[config.mk]
export PLATFORM = sky130hd
export DESIGN_NAME = rcon_sched_flat
export DESIGN_NICKNAME = d
export VERILOG_FILES = /design/src/rtl/aes_pkg.sv /design/src/rtl/rcon_sched_if.sv /design/src/rtl/rcon_xtime.sv /design/src/rtl/rcon_sched.sv /design/src/flat_wrapper.sv
export SDC_FILE = /design/constraint.sdc
export NUM_CORES = 1
export LEC_CHECK = 0
export CORE_ASPECT_RATIO = 0.75
export CORE_MARGIN = 5
export CORE_UTILIZATION = 45
export DETAILED_ROUTE_END_ITERATION = 12
export PLACE_DENSITY = 0.86
export SYNTH_ARGS = -nofsm -noshare
export SYNTH_HDL_FRONTEND = slang
export SYNTH_SLANG_ARGS = --single-unit
[constraint.sdc]
create_clock -name clk -period 2.22 [get_ports clk]
set_input_delay 0.444 -clock clk [delete_from_list [all_inputs] [get_ports clk]]
set_output_delay 0.444 -clock clk [all_outputs]
set_load 0.005 [all_outputs]
[src/rtl/aes_pkg.sv]
// Shared AES key-schedule definitions.
//   key_len_e   : key length selector (128/192/256/reserved)
//   RCON_TAB    : Rcon bytes for indices 1..10
//   rcon_count  : sequence length for a key length (10/8/7)
//   rcon_last   : final Rcon byte for a key length (start byte in reverse order)
//   rcon_lookup : guarded table read, returns 0 outside 1..10
package aes_pkg;

    typedef enum logic [1:0] {
        KL_128  = 2'd0,
        KL_192  = 2'd1,
        KL_256  = 2'd2,
        KL_RSVD = 2'd3
    } key_len_e;

    // Leftmost element is index 1.
    localparam logic [1:10][7:0] RCON_TAB = {
        8'h01, 8'h02, 8'h04, 8'h08, 8'h10, 8'h20, 8'h40, 8'h80, 8'h1b, 8'h36
    };

    function automatic logic [3:0] rcon_count(key_len_e kl);
        case (kl)
            KL_128:  return 4'd10;
            KL_192:  return 4'd8;
            KL_256:  return 4'd7;
            default: return 4'd0;
        endcase
    endfunction

    function automatic logic [7:0] rcon_last(key_len_e kl);
        case (kl)
            KL_128:  return 8'h36;
            KL_192:  return 8'h80;
            KL_256:  return 8'h40;
            default: return 8'h00;
        endcase
    endfunction

    function automatic logic [7:0] rcon_lookup(logic [3:0] idx);
        if (idx >= 4'd1 && idx <= 4'd10) begin
            return RCON_TAB[idx];
        end
        return 8'h00;
    endfunction

endpackage

[src/rtl/rcon_sched_if.sv]
// Handshake bundle between the key-expansion controller / key-word datapath
// and rcon_sched.
//   master : drives start/key_len/reverse/abort/out_ready, observes the stream
//   slave  : the scheduler (drives out_valid/out_rcon/out_round/out_last/busy/err)
interface rcon_sched_if #(
    parameter int unsigned RCON_W = 32
);
    logic              start;
    logic [1:0]        key_len;
    logic              reverse;
    logic              abort;
    logic              out_valid;
    logic              out_ready;
    logic [RCON_W-1:0] out_rcon;
    logic [3:0]        out_round;
    logic              out_last;
    logic              busy;
    logic              err;

    modport master (
        output start, key_len, reverse, abort, out_ready,
        input  out_valid, out_rcon, out_round, out_last, busy, err
    );

    modport slave (
        input  start, key_len, reverse, abort, out_ready,
        output out_valid, out_rcon, out_round, out_last, busy, err
    );
endinterface

[src/rtl/rcon_xtime.sv]
// Combinational GF(2^8) multiply by x (inv=0) or by x^-1 (inv=1),
// AES polynomial 0x11b.
//   din  : input byte
//   inv  : 0 = forward xtime, 1 = inverse xtime
//   dout : result byte
module rcon_xtime (
    input  logic [7:0] din,
    input  logic       inv,
    output logic [7:0] dout
);
    logic [7:0] fwd;
    logic [8:0] inv_full;

    always_comb begin
        fwd      = {din[6:0], 1'b0} ^ (din[7] ? 8'h1b : 8'h00);
        // Adding the polynomial when b0 is set makes the value divisible by x.
        inv_full = {1'b0, din} ^ (din[0] ? 9'h11b : 9'h000);
        dout     = inv ? inv_full[8:1] : fwd;
    end
endmodule

[src/rtl/rcon_sched.sv]
// AES round-constant scheduler: streams Rcon[1..N] (forward) or Rcon[N..1]
// (reverse) over a valid/ready interface, tagged with the round index.
// Optional macro RCON_TABLE_EN: read the byte from aes_pkg::RCON_TAB by round
// instead of stepping a byte register through rcon_xtime.
//   clk   : clock, rising edge
//   rst_n : asynchronous active-low reset
//   bus   : rcon_sched_if.slave (start/key_len/reverse/abort/out_ready in,
//           out_valid/out_rcon/out_round/out_last/busy/err out)
module rcon_sched
    import aes_pkg::*;
#(
    parameter int unsigned RCON_W    = 32,
    parameter int unsigned BYTE_LANE = 0
) (
    input logic         clk,
    input logic         rst_n,
    rcon_sched_if.slave bus
);
    localparam logic [0:0] StIdle = 1'b0;
    localparam logic [0:0] StRun  = 1'b1;

    logic [0:0] state_q, state_d;
    logic       rev_q, rev_d;
    logic [3:0] count_q, count_d;
    logic [3:0] round_q, round_d;
    logic       last_q, last_d;
    logic       err_q, err_d;
    logic [7:0] byte_val;
    key_len_e   kl;

`ifndef RCON_TABLE_EN
    logic [7:0] byte_q, byte_d;
    logic [7:0] xt_out;

    rcon_xtime u_xtime (
        .din  (byte_q),
        .inv  (rev_q),
        .dout (xt_out)
    );

    assign byte_val = byte_q;
`else
    // Round 0 (idle) reads as 0, matching the cleared byte register build.
    assign byte_val = rcon_lookup(round_q);
`endif

    assign kl = key_len_e'(bus.key_len);

    always_comb begin
        state_d = state_q;
        rev_d   = rev_q;
        count_d = count_q;
        round_d = round_q;
        last_d  = last_q;
        err_d   = 1'b0;
`ifndef RCON_TABLE_EN
        byte_d  = byte_q;
`endif
        case (state_q)
            StIdle: begin
                if (bus.start && !bus.abort) begin
                    if (kl == KL_RSVD) begin
                        err_d = 1'b1;
                    end else begin
                        state_d = StRun;
                        rev_d   = bus.reverse;
                        count_d = rcon_count(kl);
                        round_d = bus.reverse ? rcon_count(kl) : 4'd1;
                        last_d  = 1'b0;  // every mode has N >= 7
`ifndef RCON_TABLE_EN
                        byte_d  = bus.reverse ? rcon_last(kl) : 8'h01;
`endif
                    end
                end
            end
            default: begin
                if (bus.abort || (bus.out_ready && last_q)) begin
                    state_d = StIdle;
                    round_d = 4'd0;
                    last_d  = 1'b0;
`ifndef RCON_TABLE_EN
                    byte_d  = 8'h00;
`endif
                end else if (bus.out_ready) begin
                    round_d = rev_q ? round_q - 4'd1 : round_q + 4'd1;
                    last_d  = rev_q ? (round_q == 4'd2) : (round_q + 4'd1 == count_q);
`ifndef RCON_TABLE_EN
                    byte_d  = xt_out;
`endif
                end
            end
        endcase
    end

    always_ff @(posedge clk or negedge rst_n) begin
        if (!rst_n) begin
            state_q <= StIdle;
            rev_q   <= 1'b0;
            count_q <= 4'd0;
            round_q <= 4'd0;
            last_q  <= 1'b0;
            err_q   <= 1'b0;
`ifndef RCON_TABLE_EN
            byte_q  <= 8'h00;
`endif
        end else begin
            state_q <= state_d;
            rev_q   <= rev_d;
            count_q <= count_d;
            round_q <= round_d;
            last_q  <= last_d;
            err_q   <= err_d;
`ifndef RCON_TABLE_EN
            byte_q  <= byte_d;
`endif
        end
    end

    logic [RCON_W-1:0] word;

    always_comb begin
        word                    = '0;
        word[8*BYTE_LANE +: 8]  = byte_val;
    end

    assign bus.out_valid = (state_q == StRun);
    assign bus.busy      = (state_q == StRun);
    assign bus.out_rcon  = word;
    assign bus.out_round = round_q;
    assign bus.out_last  = last_q;
    assign bus.err       = err_q;
endmodule
[src/flat_wrapper.sv]
// flat-port wrapper written by rule: the top's interface ports become plain ports
module rcon_sched_flat import aes_pkg::*;
#(
    parameter int unsigned RCON_W    = 32,
    parameter int unsigned BYTE_LANE = 0
)
  (clk, rst_n, bus_start, bus_key_len, bus_reverse, bus_abort, bus_out_ready, bus_out_valid, bus_out_rcon, bus_out_round, bus_out_last, bus_busy, bus_err);
  rcon_sched_if #(.RCON_W(RCON_W)) bus_i ();
  input logic clk;
  input logic rst_n;
  input wire logic [$bits(bus_i.start)-1:0] bus_start;
  input wire logic [$bits(bus_i.key_len)-1:0] bus_key_len;
  input wire logic [$bits(bus_i.reverse)-1:0] bus_reverse;
  input wire logic [$bits(bus_i.abort)-1:0] bus_abort;
  input wire logic [$bits(bus_i.out_ready)-1:0] bus_out_ready;
  output wire logic [$bits(bus_i.out_valid)-1:0] bus_out_valid;
  output wire logic [$bits(bus_i.out_rcon)-1:0] bus_out_rcon;
  output wire logic [$bits(bus_i.out_round)-1:0] bus_out_round;
  output wire logic [$bits(bus_i.out_last)-1:0] bus_out_last;
  output wire logic [$bits(bus_i.busy)-1:0] bus_busy;
  output wire logic [$bits(bus_i.err)-1:0] bus_err;
  assign bus_i.start = bus_start;
  assign bus_i.key_len = bus_key_len;
  assign bus_i.reverse = bus_reverse;
  assign bus_i.abort = bus_abort;
  assign bus_i.out_ready = bus_out_ready;
  assign bus_out_valid = bus_i.out_valid;
  assign bus_out_rcon = bus_i.out_rcon;
  assign bus_out_round = bus_i.out_round;
  assign bus_out_last = bus_i.out_last;
  assign bus_busy = bus_i.busy;
  assign bus_err = bus_i.err;
  rcon_sched #(.RCON_W(RCON_W), .BYTE_LANE(BYTE_LANE)) u_core (.clk(clk), .rst_n(rst_n), .bus(bus_i));
endmodule
; ---- Word level (Yosys, flattened, before mapping)
; Index checks and enable logic that the tools add are counted.
[totals]
ram_bits = 0
romBits = 0
mem_count = 0
ff_bits = 20
out_inout_bits = 40
latch_bits = 0
[classes]
n_bitwise = 4
shifts = 0
add_sub_neg = 2
eq_ne = 7
mul = 0
n_div = 0
magnitude_cmp = 0
muxes = 31
reduce_logical = 8
[ops]
columns = cell, count
row1 = $mux W8, 7
row2 = $mux W4, 7
row3 = $pmux W8 S3, 1
row4 = $mux W1, 13
row5 = $pmux W4 S3, 1
row6 = $mux W9, 1
row7 = $xor A8 B9 Y9, 1
row8 = $xor A8 B8 Y8, 1
row9 = $reduce_and A3 Y1, 2
row10 = $mux W5, 1
row11 = $add A4 B1 Y4 const B, 1
row12 = $eq A2 B2 Y1 const B, 2
row13 = $eq A4 B2 Y1 const B, 1
row14 = $eq A4 B4 Y1, 1
row15 = $sub A4 B1 Y4 const B, 1
row16 = $ne A3 B3 Y1 const B, 1
row17 = $eq A2 B1 Y1 const B, 1
row18 = $logic_and A1 B1 Y1, 2
row19 = $logic_not A2 Y1, 1
row20 = $ne A2 B1 Y1 const B, 1
row21 = $not A1 Y1, 2
row22 = $reduce_bool A2 Y1, 1
row23 = $logic_not A1 Y1, 1
row24 = $logic_or A1 B1 Y1, 1

; ---- Longest topological paths before layout
[depth]
word_depth = 6
depth_mapped = 7
mapped_depth_nobuf = 6

; ---- Hierarchy
; Synthesis repeated with hierarchy kept, for this count alone.
[unflattened]
hier_cells = 152
area_unflattened_um2 = 1366.3
[by_module_without_submodules]
columns = mod, n_inst, area_per_inst_um2, cells_each
row1 = rcon_sched, 1, 1209.9, 132
row2 = rcon_xtime, 1, 156.4, 20

; ---- Worst setup path after synthesis
; No wires, ideal clock.
[synth_path]
kind = register to register
start = register u_core.round_q[0] (netlist: u_core.bus.out_round[0])
end = register u_core.last_q (netlist: u_core.bus.out_last)
n_path_buf = 0
t_arrival_ns = 1.316
setup_slack_ns = 0.774
period_less_slack_ns = 1.446
setup_ns = 0.130
required_time_ns = 2.090
path_stages_with_launch = 7
path_cell_list = dfrtp_1 -> inv_1 -> ha_1 -> xor2_1 -> nor2_1 -> a31oi_1 -> o22ai_2
[synth_between]
elab_chain_len = 6
word_cells_on_any_way = 7
[synth_rtl]
columns = item, line_no
row1 = from (decl), rcon_sched.sv:25  ; logic [3:0] round_q, round_d;
row2 = from (signal assigned), rcon_sched.sv:110  ; round_q <= round_d;
row3 = $add A4 B1 Y4, rcon_sched.sv:86  ; last_d = rev_q ? (round_q == 4'd2) : (round_q + 4'd1 == count_q);
row4 = $eq A4 B4 Y1, rcon_sched.sv:86
row5 = $mux W1 *, rcon_sched.sv:86
row6 = $mux W1 *, rcon_sched.sv:84  ; end else if (bus.out_ready) begin
row7 = $mux W1 *, rcon_sched.sv:77  ; if (bus.abort || (bus.out_ready && last_q)) begin
row8 = $mux W1 *, rcon_sched.sv:59  ; case (state_q)
row9 = to (signal assigned), rcon_sched.sv:111  ; last_q <= last_d;
row10 = to (decl), rcon_sched.sv:26  ; logic last_q, last_d;
; Every way passes the cells marked *; elsewhere a longest branch is shown, timed or not. The select of a mux whose other input is x is not followed.
; A chain may end at the register's enable or synchronous reset.

; ---- Final worst setup path
[layout_path]
start = register u_core.state_q (netlist: u_core.bus.busy)
end = output port bus_out_valid
[layout_rtl]
columns = item, line_no
row1 = from (decl), rcon_sched.sv:22  ; logic [0:0] state_q, state_d;
row2 = from (signal assigned), rcon_sched.sv:97  ; state_q <= StIdle;
row3 = from (signal assigned), rcon_sched.sv:107  ; state_q <= state_d;
row4 = to (decl), flat_wrapper.sv:16  ; output wire logic [$bits(bus_i.out_valid)-1:0] bus_out_valid;
; No word-level cell between the ends.

==> results.toml <==
[placed_design]
pre_cts_slack_ns = 0.249
routabilityCongestion = 0.897
dp.cells = 214
port_buffers = 23
dp_hpwl_um = 2370

[clocking]
ctsHoldBuffers = 0
cts_resized = 0
path_clk_slew_ns = 0.07
clk_latency_ns = 0.25
cts_max_level = 1
cts_tree = "done"
cts.path.max_buffers = 2
cts_post_setup_buffers_inserted = 0
clock_sinks = 19
cts-root-buf = "clkbuf_8"
cts_buffers = 3

[flow_run]
max-cap-violations = 0

[synth]
ys_ff_latch = 19
async_flop_share = 1.00
syn_area_um2 = 1450
yosysWarnings = 0
synth_edf_count = 0
ys_types = 39
ys_seq_area_frac = 0.328
synth_flop_cell = "dfrtp_1"
synthCells = 158
syn_area_per_cell_um2 = 9.18

[setup_path]
crit_chain = "clkdlybuf4s50_1"
startpoint_type = "flop"
crit_slowest_cell = "clkdlybuf4s50_1"
crit_path_end_kind = "primary output"
crit_type = "flop to primary output"
crit_required_ns = 1.78
crit_family = "buffers and inverters"
arrival_ns = 1.36
critPathMaxFanout = 10
cpPeakStageDelay_ns = 0.57
cp_num_buf_inv = 1

[worst_hold_path]
hp-class = "input pin to async pin"

[finish]
area_delta_synth_final_pct = 13.4
drive_gt1_frac = 0.144
fin_util = 0.544
n_antenna_cell = 0
final_cell_mix = "24 x conb_1, 23 x clkdlybuf4s50_1, 19 x dfrtp_1"
stdcell_count = 218
nets = 192
layout_commonest_cell = "conb_1"

[global_route]
first_global_vias = 991
grt_max_degree = 20
grt_pass1_wl_um = 4710
antenna_found_initial = 0
grt_usage = 0.137
overflow = 0

[routing]
firstDrtPassIters = 4
drt-initial-drc-count = 59
vias = 1085
wl_per_cell_um = 13.8
drt-vias-per-instance = 4.98
drc = 0
wl_um = 3020
ant_nets = 0

[floorplan]
row_count = 17
io_pins = 48
die_y_um = 59.2
die_area_um2 = 4470
die_w_um = 75.6
coreArea_um2 = 3020
initial_core_util = 0.480

[power]
peakVddDrop_mv = 0.622
p_leak_nw = 0.704
power_density_nw_per_um2 = 875

[timing]
maxSlewViolCount = 0
worst_slack_ns = 0.413
report.final.hold_viol_count = 0
fin_skew_ns = 0.00317
timing.fmax_mhz = 553
fin_crit_sh = 0.814
grt_setup_unrepaired = "no"
setup-tns-final_ns = 0
finalCriticalPeriod_ns = 1.81
whs_ns = 0.529
setup_violations = 0

[status]
status = "finished clean"
## synthesized netlist by cell type (all sizes together), types with 3 or more instances
| cell | n | area, µm² |
|---|---|---|
| a22o | 3 | 26.3 |
| xor2 | 3 | 26.3 |
| inv | 5 | 18.8 |
| buf | 34 | 260 |
| nand2 | 13 | 51.3 |
| mux2 | 3 | 33.8 |
| xnor2 | 8 | 70.1 |
| nor3b | 3 | 22.5 |
| nor2 | 15 | 58.8 |
| dfrtp | 19 | 475 |
| ha | 3 | 37.5 |
| a21oi | 15 | 101 |
| nand2b | 4 | 32.5 |
| mux2i | 3 | 30.0 |
| o21ai | 8 | 40.0 |
## cell families after synthesis
| family | share of synthesized area |
|---|---|
| mux | 0.0440 |
| xor+xnor | 0.0664 |
| simple gates | 0.138 |
| fa+ha+maj | 0.0259 |
| compound gates | 0.203 |
| other cells | 0.00259 |
| flops | 0.328 |
| buf+inv | 0.192 |
## where the power goes
part / internal, mW / switching, mW
logic: 0.358 / 0.265
clock network: 0.127 / 0.110
registers: 0.427 / 0.150
## metal layers
metal,vias to the layer above,track usage,routed length (µm)
met4,0,0.0249,21
li1,526,-,-
met2,46,0.200,1330
met3,2,0.0441,226
met5,-,0,0
met1,511,0.200,1440
## layout make-up
cell class / instances / area, µm²
inverter: 5 / 18.8
fill: 290 / 1380
timing repair buffer: 29 / 275
sequential: 19 / 475
clock buffer: 4 / 45.0
multi-input combinational: 123 / 782
tap: 38 / 47.5
## registers in the layout, indices dropped and copies added (netlist names)
| register | count |
|---|---|
| u_core.byte_q | 8 |
| u_core.bus.out_round | 4 |
| u_core.count_q | 3 |
| u_core.bus.busy | 1 |
| u_core.bus.err | 1 |
| u_core.bus.out_last | 1 |
| u_core.rev_q | 1 |
## metrics by stage
step           total power [mW]  instance area [µm²]
2_1_floorplan              1.01                 1540
3_3_place_gp               1.19                 1600
3_5_place_dp               1.21                 1600
4_1_cts                    1.45                 1640
5_1_grt                    1.54                 1640
6_report                   1.44                 1640
## final timing paths
kind                                                startpoint                         endpoint  slack (ns)  depth (start not counted)
min reg2reg                      u_core.count_q[2]$_DFFE_PN0P_    u_core.count_q[2]$_DFFE_PN0P_        0.54                          1
max                                  u_core.bus.busy$_DFF_PN0_                    bus_out_valid        0.41                          1
min in group clk                 u_core.count_q[2]$_DFFE_PN0P_    u_core.count_q[2]$_DFFE_PN0P_        0.54                          1
min                                                      rst_n  u_core.bus.out_last$_DFFE_PN0P_        0.53                          2
max reg2reg                u_core.bus.out_round[0]$_DFFE_PN0P_  u_core.bus.out_last$_DFFE_PN0P_        0.55                          6
max in group asynchronous                                rst_n     u_core.byte_q[2]$_DFFE_PN0P_        1.48                          2
Note: power is estimated with default switching activity, not from simulation.
